`config.mk`:
```
export PLATFORM = sky130hd
export DESIGN_NAME = uart_rx_axis
export DESIGN_NICKNAME = d
export VERILOG_FILES = /design/src/rtl/uart_axis_pkg.sv /design/src/rtl/axis_fifo.sv /design/src/rtl/uart_rx_axis.sv
export SDC_FILE = /design/constraint.sdc
export NUM_CORES = 1
export LEC_CHECK = 0
export CAP_MARGIN = 0
export CELL_PAD_IN_SITES_DETAIL_PLACEMENT = 1
export CELL_PAD_IN_SITES_GLOBAL_PLACEMENT = 1
export CORE_MARGIN = 5
export CORE_UTILIZATION = 30
export DETAILED_ROUTE_END_ITERATION = 10
export GPL_TIMING_DRIVEN = 0
export PLACE_DENSITY_LB_ADDON = 0.1
export SLEW_MARGIN = 30
export SYNTH_ARGS = -nofsm -noshare
export SYNTH_HDL_FRONTEND = slang
export SYNTH_SLANG_ARGS = --single-unit
```
`constraint.sdc`:
```
create_clock -name axis_aclk_i -period 3.3 [get_ports axis_aclk_i]
set_input_delay 0.495 -clock axis_aclk_i [delete_from_list [all_inputs] [get_ports axis_aclk_i]]
set_output_delay 0.495 -clock axis_aclk_i [all_outputs]
set_load 0.05 [all_outputs]
```
`src/rtl/uart_axis_pkg.sv`:
```
// Shared types and constants for the UART-to-AXI-Stream receiver.
// Also provides the helper used to size FIFO level counters.
package uart_axis_pkg;

  typedef enum logic [1:0] {
    IDLE  = 2'd0,
    START = 2'd1,
    DATA  = 2'd2,
    STOP  = 2'd3
  } rx_state_t;

  localparam int DATA_BITS = 8;

  // A level counter must represent 0..depth inclusive.
  function automatic int level_width(input int depth);
    return $clog2(depth) + 1;
  endfunction

endpackage

```
`src/rtl/axis_fifo.sv`:
```
// Synchronous show-ahead FIFO: pop_data is always the head entry.
// A push is accepted when full only if a pop happens in the same cycle.
module axis_fifo
  import uart_axis_pkg::*;
#(
  parameter int WIDTH = 8,
  parameter int DEPTH = 8
) (
  input  logic                          clk,
  input  logic                          rst,
  input  logic                          push,
  input  logic [WIDTH-1:0]              push_data,
  input  logic                          pop,
  output logic [WIDTH-1:0]              pop_data,
  output logic                          full,
  output logic                          empty,
  output logic [$clog2(DEPTH):0]        level
);

  localparam int AW = $clog2(DEPTH);
  localparam int LW = level_width(DEPTH);

  logic [WIDTH-1:0] mem [DEPTH];
  logic [AW-1:0]    wr_ptr;
  logic [AW-1:0]    rd_ptr;
  logic [LW-1:0]    count;
  logic             push_ok;
  logic             pop_ok;

  assign full     = (count == LW'(DEPTH));
  assign empty    = (count == '0);
  assign level    = count;
  assign pop_data = mem[rd_ptr];
  assign pop_ok   = pop && !empty;
  assign push_ok  = push && (!full || pop_ok);

  // Storage is cleared on reset so the head reads zero out of reset.
  always_ff @(posedge clk) begin
    if (rst) begin
      for (int i = 0; i < DEPTH; i++) mem[i] <= '0;
      wr_ptr <= '0;
      rd_ptr <= '0;
      count  <= '0;
    end else begin
      if (push_ok) begin
        mem[wr_ptr] <= push_data;
        wr_ptr      <= wr_ptr + 1'b1;
      end
      if (pop_ok) rd_ptr <= rd_ptr + 1'b1;
      case ({push_ok, pop_ok})
        2'b10:   count <= count + 1'b1;
        2'b01:   count <= count - 1'b1;
        default: count <= count;
      endcase
    end
  end

endmodule

```
`src/rtl/uart_rx_axis.sv`:
```
// UART receiver (8N1, LSB first) feeding an AXI-Stream master through a FIFO.
// valid/ready: a byte transfers on any rising edge where tvalid and tready are both high.
module uart_rx_axis
  import uart_axis_pkg::*;
#(
  parameter int CLKS_PER_BIT    = 434,
  parameter int FIFO_DEPTH      = 8,
  parameter int AXIS_DATA_WIDTH = 8
) (
  input  logic                          axis_aclk_i,
  input  logic                          axis_reset_i,
  input  logic                          uart_rx_i,
  output logic                          m_axis_tvalid_o,
  input  logic                          m_axis_tready_i,
  output logic [AXIS_DATA_WIDTH-1:0]    m_axis_tdata_o,
  output logic [$clog2(FIFO_DEPTH):0]   fifo_level_o,
  output logic                          frame_err_o,
  output logic                          overrun_o,
  output rx_state_t                     state_o
);

  localparam int CW = $clog2(CLKS_PER_BIT);
  localparam logic [CW-1:0] FULL_CNT = CW'(CLKS_PER_BIT - 1);
  localparam logic [CW-1:0] HALF_CNT = CW'(CLKS_PER_BIT / 2 - 1);
  localparam logic [2:0]    LAST_BIT = 3'(DATA_BITS - 1);

  logic                 rx_meta;
  logic                 rx_s;
  rx_state_t            state_q, state_d;
  logic [CW-1:0]        cnt_q, cnt_d;
  logic [2:0]           bit_q, bit_d;
  logic [DATA_BITS-1:0] shift_q, shift_d;
  logic                 push;
  logic                 frame_err_d;
  logic                 pop;
  logic                 fifo_full;
  logic                 fifo_empty;

  assign state_o = state_q;

  always_ff @(posedge axis_aclk_i) begin
    if (axis_reset_i) begin
      rx_meta <= 1'b1;
      rx_s    <= 1'b1;
    end else begin
      rx_meta <= uart_rx_i;
      rx_s    <= rx_meta;
    end
  end

  always_ff @(posedge axis_aclk_i) begin
    if (axis_reset_i) begin
      state_q     <= IDLE;
      cnt_q       <= '0;
      bit_q       <= '0;
      shift_q     <= '0;
      frame_err_o <= 1'b0;
      overrun_o   <= 1'b0;
    end else begin
      state_q     <= state_d;
      cnt_q       <= cnt_d;
      bit_q       <= bit_d;
      shift_q     <= shift_d;
      frame_err_o <= frame_err_d;
      overrun_o   <= push && fifo_full && !pop;
    end
  end

  // Start bit is checked at its midpoint; every later sample lands mid-bit.
  always_comb begin
    state_d     = state_q;
    cnt_d       = cnt_q + 1'b1;
    bit_d       = bit_q;
    shift_d     = shift_q;
    push        = 1'b0;
    frame_err_d = 1'b0;
    case (state_q)
      IDLE: begin
        cnt_d = '0;
        if (!rx_s) state_d = START;
      end
      START: begin
        if (cnt_q == HALF_CNT) begin
          cnt_d = '0;
          if (!rx_s) begin
            state_d = DATA;
            bit_d   = '0;
          end else begin
            state_d = IDLE;
          end
        end
      end
      DATA: begin
        if (cnt_q == FULL_CNT) begin
          cnt_d   = '0;
          shift_d = {rx_s, shift_q[DATA_BITS-1:1]};
          bit_d   = bit_q + 1'b1;
          if (bit_q == LAST_BIT) state_d = STOP;
        end
      end
      STOP: begin
        if (cnt_q == FULL_CNT) begin
          cnt_d   = '0;
          state_d = IDLE;
          if (rx_s) push = 1'b1;
          else      frame_err_d = 1'b1;
        end
      end
      default: state_d = IDLE;
    endcase
  end

  assign pop             = m_axis_tvalid_o && m_axis_tready_i;
  assign m_axis_tvalid_o = !fifo_empty;

  axis_fifo #(
    .WIDTH (AXIS_DATA_WIDTH),
    .DEPTH (FIFO_DEPTH)
  ) u_fifo (
    .clk       (axis_aclk_i),
    .rst       (axis_reset_i),
    .push      (push),
    .push_data (shift_q),
    .pop       (pop),
    .pop_data  (m_axis_tdata_o),
    .full      (fifo_full),
    .empty     (fifo_empty),
    .level     (fifo_level_o)
  );

endmodule

```
Yosys cells after proc, flatten, opt, wreduce, memory -nomap -nowiden

Memories as Yosys holds them, arrays and structs flattened. A register that Yosys moved wholly into a read port is not among the register bits.
Index checks and enable logic that the tools add are counted.

Logic and storage cells: 83
Memories kept: 1
Memory bits (writable): 64
Flip-flop bits (word level): 36
Input bits: 4

Multiplexer cells: 29
Reductions and logical operators: 19
Equality and inequality tests: 15
Add/sub/neg operators: 6
Bitwise operators: 2

Memory list:

| memory     | depth | width | read ports | clocked after memory_dff | wr ports | RTL line        | RTL |
|---|---|---|---|---|---|---|---|
| u_fifo.mem | 8     | 8     | 1          | 1                        | 8        | axis_fifo.sv:23 | `logic [WIDTH-1:0] mem [DEPTH];` |

Operators by type and width:

| kind                | count |
|---|---|
| $pmux 9 s3          | 1 |
| $mux 3              | 6 |
| $mux 9              | 2 |
| $mux 2              | 6 |
| $ne 2x2->1 const B  | 6 |
| $mux 1              | 10 |
| $add 3x1->3 const B | 3 |
| $add 9x1->9 const B | 1 |
| $eq 9x8->1 const B  | 1 |
| $eq 9x9->1 const B  | 1 |
| $mux 8              | 1 |
| $pmux 2 s4          | 1 |
| $pmux 4 s2          | 1 |
| $reduce_or 8->1     | 1 |
| $eq 2x2->1 const B  | 3 |
| $pmux 3 s2          | 1 |
| $logic_and 1x1->1   | 5 |
| $reduce_and 5->1    | 1 |
| $add 4x1->4 const B | 1 |
| $eq 2x1->1 const B  | 2 |
| $eq 4x4->1 const B  | 1 |
| $logic_not 4->1     | 1 |
| $reduce_and 4->1    | 1 |
| $reduce_bool 2->1   | 2 |
| other kinds (9)     | 12 |

Logic depth before layout (Yosys ltp)

Depth in word-level cells: 11
Gate-level depth with buffers: 13
Depth with buffers taken out: 12

Cells and area by module

A second synthesis with hierarchy kept.

Cell total of the unflattened synthesis: 377
Area total of the unflattened synthesis: 4707.0 um2

Modules (own cells, without submodules):

| module       | area each (um2) | instances | cells each |
|---|---|---|---|
| axis_fifo    | 3593.4          | 1         | 259 |
| uart_rx_axis | 1113.6          | 1         | 118 |

Worst setup path before layout

OpenSTA, ideal clock, no wires.

Kind: reg2reg
From: register u_fifo.count[0] (netlist: u_fifo.level[0])
To: register u_fifo.count[3] (netlist: u_fifo.level[3])
Setup slack: 303 ps
Arrival: 2876 ps
Clock period less this slack: 2997 ps
Required time: 3179 ps
Cell stages (with the launch flop): 8
Cells stage by stage: dfxtp_1 -> or4_1 -> nand2_1 -> inv_1 -> ha_1 -> or3_1 -> o32ai_1 -> mux2_2

Cells in the longest elaborated chain, start to end: 8
Elaborated cells on any way between the ends: 14

Ends and longest elaborated chain:

| what                                            | RTL line            | RTL |
|---|---|---|
| start, declared                                 | axis_fifo.sv:26     | `logic [LW-1:0] count;` |
| start signal, assigned                          | axis_fifo.sv:51     | `2'b10: count <= count + 1'b1;` |
| start signal, assigned                          | axis_fifo.sv:52     | `2'b01: count <= count - 1'b1;` |
| start signal, assigned                          | axis_fifo.sv:53     | `default: count <= count;` |
| $logic_not 4->1 *                               | axis_fifo.sv:31     | `assign empty = (count == '0);` |
| $logic_not 1->1 *                               | uart_rx_axis.sv:114 | `assign m_axis_tvalid_o = !fifo_empty;` |
| via m_axis_tvalid_o                             | uart_rx_axis.sv:13  | `output logic m_axis_tvalid_o,` |
| $logic_and 1x1->1                               | uart_rx_axis.sv:113 | `assign pop = m_axis_tvalid_o && m_axis_tready_i;` |
| $logic_and 1x1->1 *                             | axis_fifo.sv:34     | `assign pop_ok = pop && !empty;` |
| via u_fifo.pop_ok                               | axis_fifo.sv:28     | `logic pop_ok;` |
| $logic_or 1x1->1                                | axis_fifo.sv:35     | `assign push_ok = push && (!full \|\| pop_ok);` |
| $logic_and 1x1->1                               | axis_fifo.sv:35     |  |
| $eq 2x1->1 or $eq 2x2->1 (tied branches)        | axis_fifo.sv:50     | `case ({push_ok, pop_ok})` |
| $pmux 4 s2 or $reduce_bool 2->1 (tied branches) | -                   |  |

Mark *: on every way through the listed nets, which the timed path passes. The rest lies on a longest branch.
A chain may end at the register's enable or synchronous reset.

==> results.tsv <==
stage	metric	value	unit
global_routing	global-route wire length before repair	17.34	mm
detailed_routing	WL/cell	17.83	um
critical_path	Crit path required time	2.80	ns
sta	final setup margin	0.2947	ns
sta	Fmax	332.7	MHz
sta	Setup Skew	0.009489	ns
floorplanning	Die X	135.4	um
floorplanning	Starting Density	30.79	%
layout	nets	411	
status	status	complete, no violations	
layout	fraction of layout cells with a size suffix above 1	14.00	%
detailed_routing	first-pass detailed-route iteration total	4	
synthesis	Mapped Area	0.004716	mm2
layout	fill count	1663	
synthesis	asr flop ratio synth	0	%
power_and_ir_drop	Power Dens Cells	466.6	mW/mm2
synthesis	top cells by count, synth	64 x and2_1, 64 x edfxtp_1, 39 x dfxtp_1, 26 x nand2_1	
layout	Antenna Cells	0	
synthesis	XOR/XNOR Fraction of Synth Area	2.414	%
detailed_routing	Via Count	2838	
floorplanning	DIE AREA	0.01833	mm2
detailed_routing	# DRC	0	
synthesis	Post-Syn Instances	367	
synthesis	Seq cells post-synth	103	
cts	number of clock sinks	103	
sta	post-layout min period	3.005	ns
synthesis	post-synthesis compound-gate area fraction	4.298	%
critical_path	register-to-register setup slack	0.53	ns
placed_design	Routability Congestion	0.6796	
cts	CTS root buffer	clkbuf_16	
critical_path	Arrival @ worst endpoint	2.51	ns
cts	Clk Latency, worst-skew pair	0.35	ns
detailed_routing	Routed WL	10.90	mm
global_routing	antenna violations before repair	0	
synthesis	syn nets	381	
cts	CTS tree	built	
global_routing	largest net degree at the start of global routing	16	
power_and_ir_drop	maximum VDD drop	0.0002324	V
critical_path	Critical Path Start Type	register	
sta	Tcrit/Tclk final	91.07	%
global_routing	Overflow after GRT	0	
placed_design	Placed Area	0.005180	mm2
detailed_routing	Via density	4.645	
synthesis	post-synthesis simple-gate area fraction	21.62	%
critical_path	worst-path fanout max	10	
synthesis	register area share after synthesis	57.31	%
synthesis	ys flop type	edfxtp_1	
global_routing	vias in the first global route	3031	
sta	Total Neg Setup Slack	0	ns
floorplanning	# rows	45	
global_routing	GRT Util Overall	12.58	%
placed_design	DP HPWL	7.617	mm
synthesis	top post-synthesis cells by area	edfxtp_1 41%, dfxtp_1 17%, and2_1 8.5%	
job	Max-Cap Viols	0	
synthesis	Post-Syn Area per Cell	12.85	um2
cts	Max Root-Sink Buffers	2	
floorplanning	Ports	21	
sta	Hold Vio Cnt, Final	0	
sta	unrepaired setup endpoints after global routing	false	
layout	Layout area overhead	15.73	%
layout	post-route design area	0.005458	mm2
cts	Hold Buf Count CTS	0	
placed_design	# port buffers	20	
floorplanning	total core area	0.01531	mm2
synthesis	Synth cell types	47	
sta	Slew HR	53.27	%
sta	fin. max-slew vios	0	
layout	FF+latch area	0.002703	mm2
cts	H-tree levels	3	
critical_path	CP Capture Type	primary output	
cts	post-CTS setup buffer count	0	
critical_path	Setup CP Type	reg2out	
sta	final setup fails	0	
layout	Post-Route Utilization	35.64	%
worst_hold_path	Hold WC Path Type	reg2reg	
placed_design	pre-CTS setup slack	0.01998	ns
detailed_routing	initial DRC count	179	
synthesis	Synth top area share	40.75	%
cts	total CTS buffers	9	
synthesis	mux share of post-synthesis cell area	10.00	%
synthesis	EDFF count, synth	64	
layout	area of the multi-input gates	0.001933	mm2
power_and_ir_drop	leakage power	1.816	nW
synthesis	Post-Synth Adder-Cell Area	2.653	%
detailed_routing	Routed Antenna Nets	0	
floorplanning	Die H	135.4	um
sta	worst slew pin tran	0.6995	ns
synthesis	largest area contributor in the netlist	edfxtp_1	
synthesis	synth warn	0	
synthesis	largest family of logic cells by synthesized area	simple AND/OR/NAND/NOR gates	
cts	CTS clk-pin slew, worst paths	0.06	ns
-- area by class of cell --
type / instances / share of cell area (%)
sequential: 103 / 49.52
multi-input combinational: 244 / 35.42
tap: 211 / 4.837
clock buffer: 9 / 4.127
timing repair buffer: 20 / 3.691
buffer: 12 / 0.9858
clock inverter: 5 / 0.9399
inverter: 7 / 0.4814
-- cell families (layout without fill, tap and decap cells) --
kind of cell | after synthesis | count (layout)
buffers and inverters | 20 | 53
AO/OA/AOI/OAI | 31 | 31
AND/OR/NAND/NOR | 164 | 164
multiplexers | 26 | 26
XOR/XNOR | 13 | 13
flip-flops | 103 | 103
adder cells (fa/ha/maj) | 10 | 10
-- worst max-delay path: stages (launching register included) --
cell and delay (ns):
dfxtp_1 0.30, buf_2 0.25, buf_4 0.30, mux4_2 0.57, mux2_2 0.30, dlygate4sd2_1 0.43
-- power breakdown --
group	internal, mW	switching (mW)
combinational	0.0339	0.0634
clock	0.573	0.460
sequential	1.40	0.0126
total	2.01	0.536
-- cells in the final DEF (no fill, tap or decap), types with 5 or more instances in the layout --
cell and n:
ha_1 10, nand3_1 7, edfxtp_1 64, dfxtp_1 39
a21oi_1 19, or2_1 8, xnor2_1 6, dlygate4sd2_1 5
nor2_1 19, nor2b_1 5, clkdlybuf4s50_1 12, xor2_1 7
inv_1 7, nand2_1 26, and2_1 64, mux2_2 9
clkbuf_16 9, mux4_2 16, clkbuf_1 6
-- path summary, 6_finish.rpt --
path,start,to,cells past startpoint
worst min register to register,rx_meta$_SDFF_PP1_,rx_s$_SDFF_PP1_,1
worst min-delay path,rx_meta$_SDFF_PP1_,rx_s$_SDFF_PP1_,1
worst max register to register,cnt_q[0]$_SDFF_PP0_,u_fifo.level[3]$_SDFFE_PP0P_,9
worst max-delay path,register,m_axis_tdata_o[6],5
-- per-stage QoR --
step | hold slack, ns | instances | power, mW
2_1_floorplan | 0.3895 | 367 | 1.506
3_3_place_gp | 0.3963 | 598 | 1.547
3_5_place_dp | 0.4011 | 598 | 1.550
4_1_cts | 0.4164 | 611 | 2.585
5_1_grt | 0.4421 | 611 | 2.639
6_report | 0.4105 | 611 | 2.547
-- what timing repair did --
action,in CTS,in global routing
pin swaps,0,0
endpoints found under the setup margin,8,3
resized for setup,7,3
-- sequential cells by signal, indices dropped and copies added (netlist names), 3 cells and up, named ones only --
name           flops
bit_q              3
cnt_q              9
shift_q            8
u_fifo.level       4
u_fifo.mem        64
u_fifo.rd_ptr      3
u_fifo.wr_ptr      3
-- metal layers --
| layer | vias up | global-route usage (%) | part of all wire, % |
|---|---|---|---|
| met5 | - | 0 | 0 |
| met1 | 1401 | 16.11 | 46 |
| met4 | 0 | 4.703 | 1.6 |
| met2 | 33 | 21.27 | 50 |
| met3 | 14 | 2.229 | 2.4 |
| li1 | 1390 | - | - |
(Power assumes the default switching activity.)
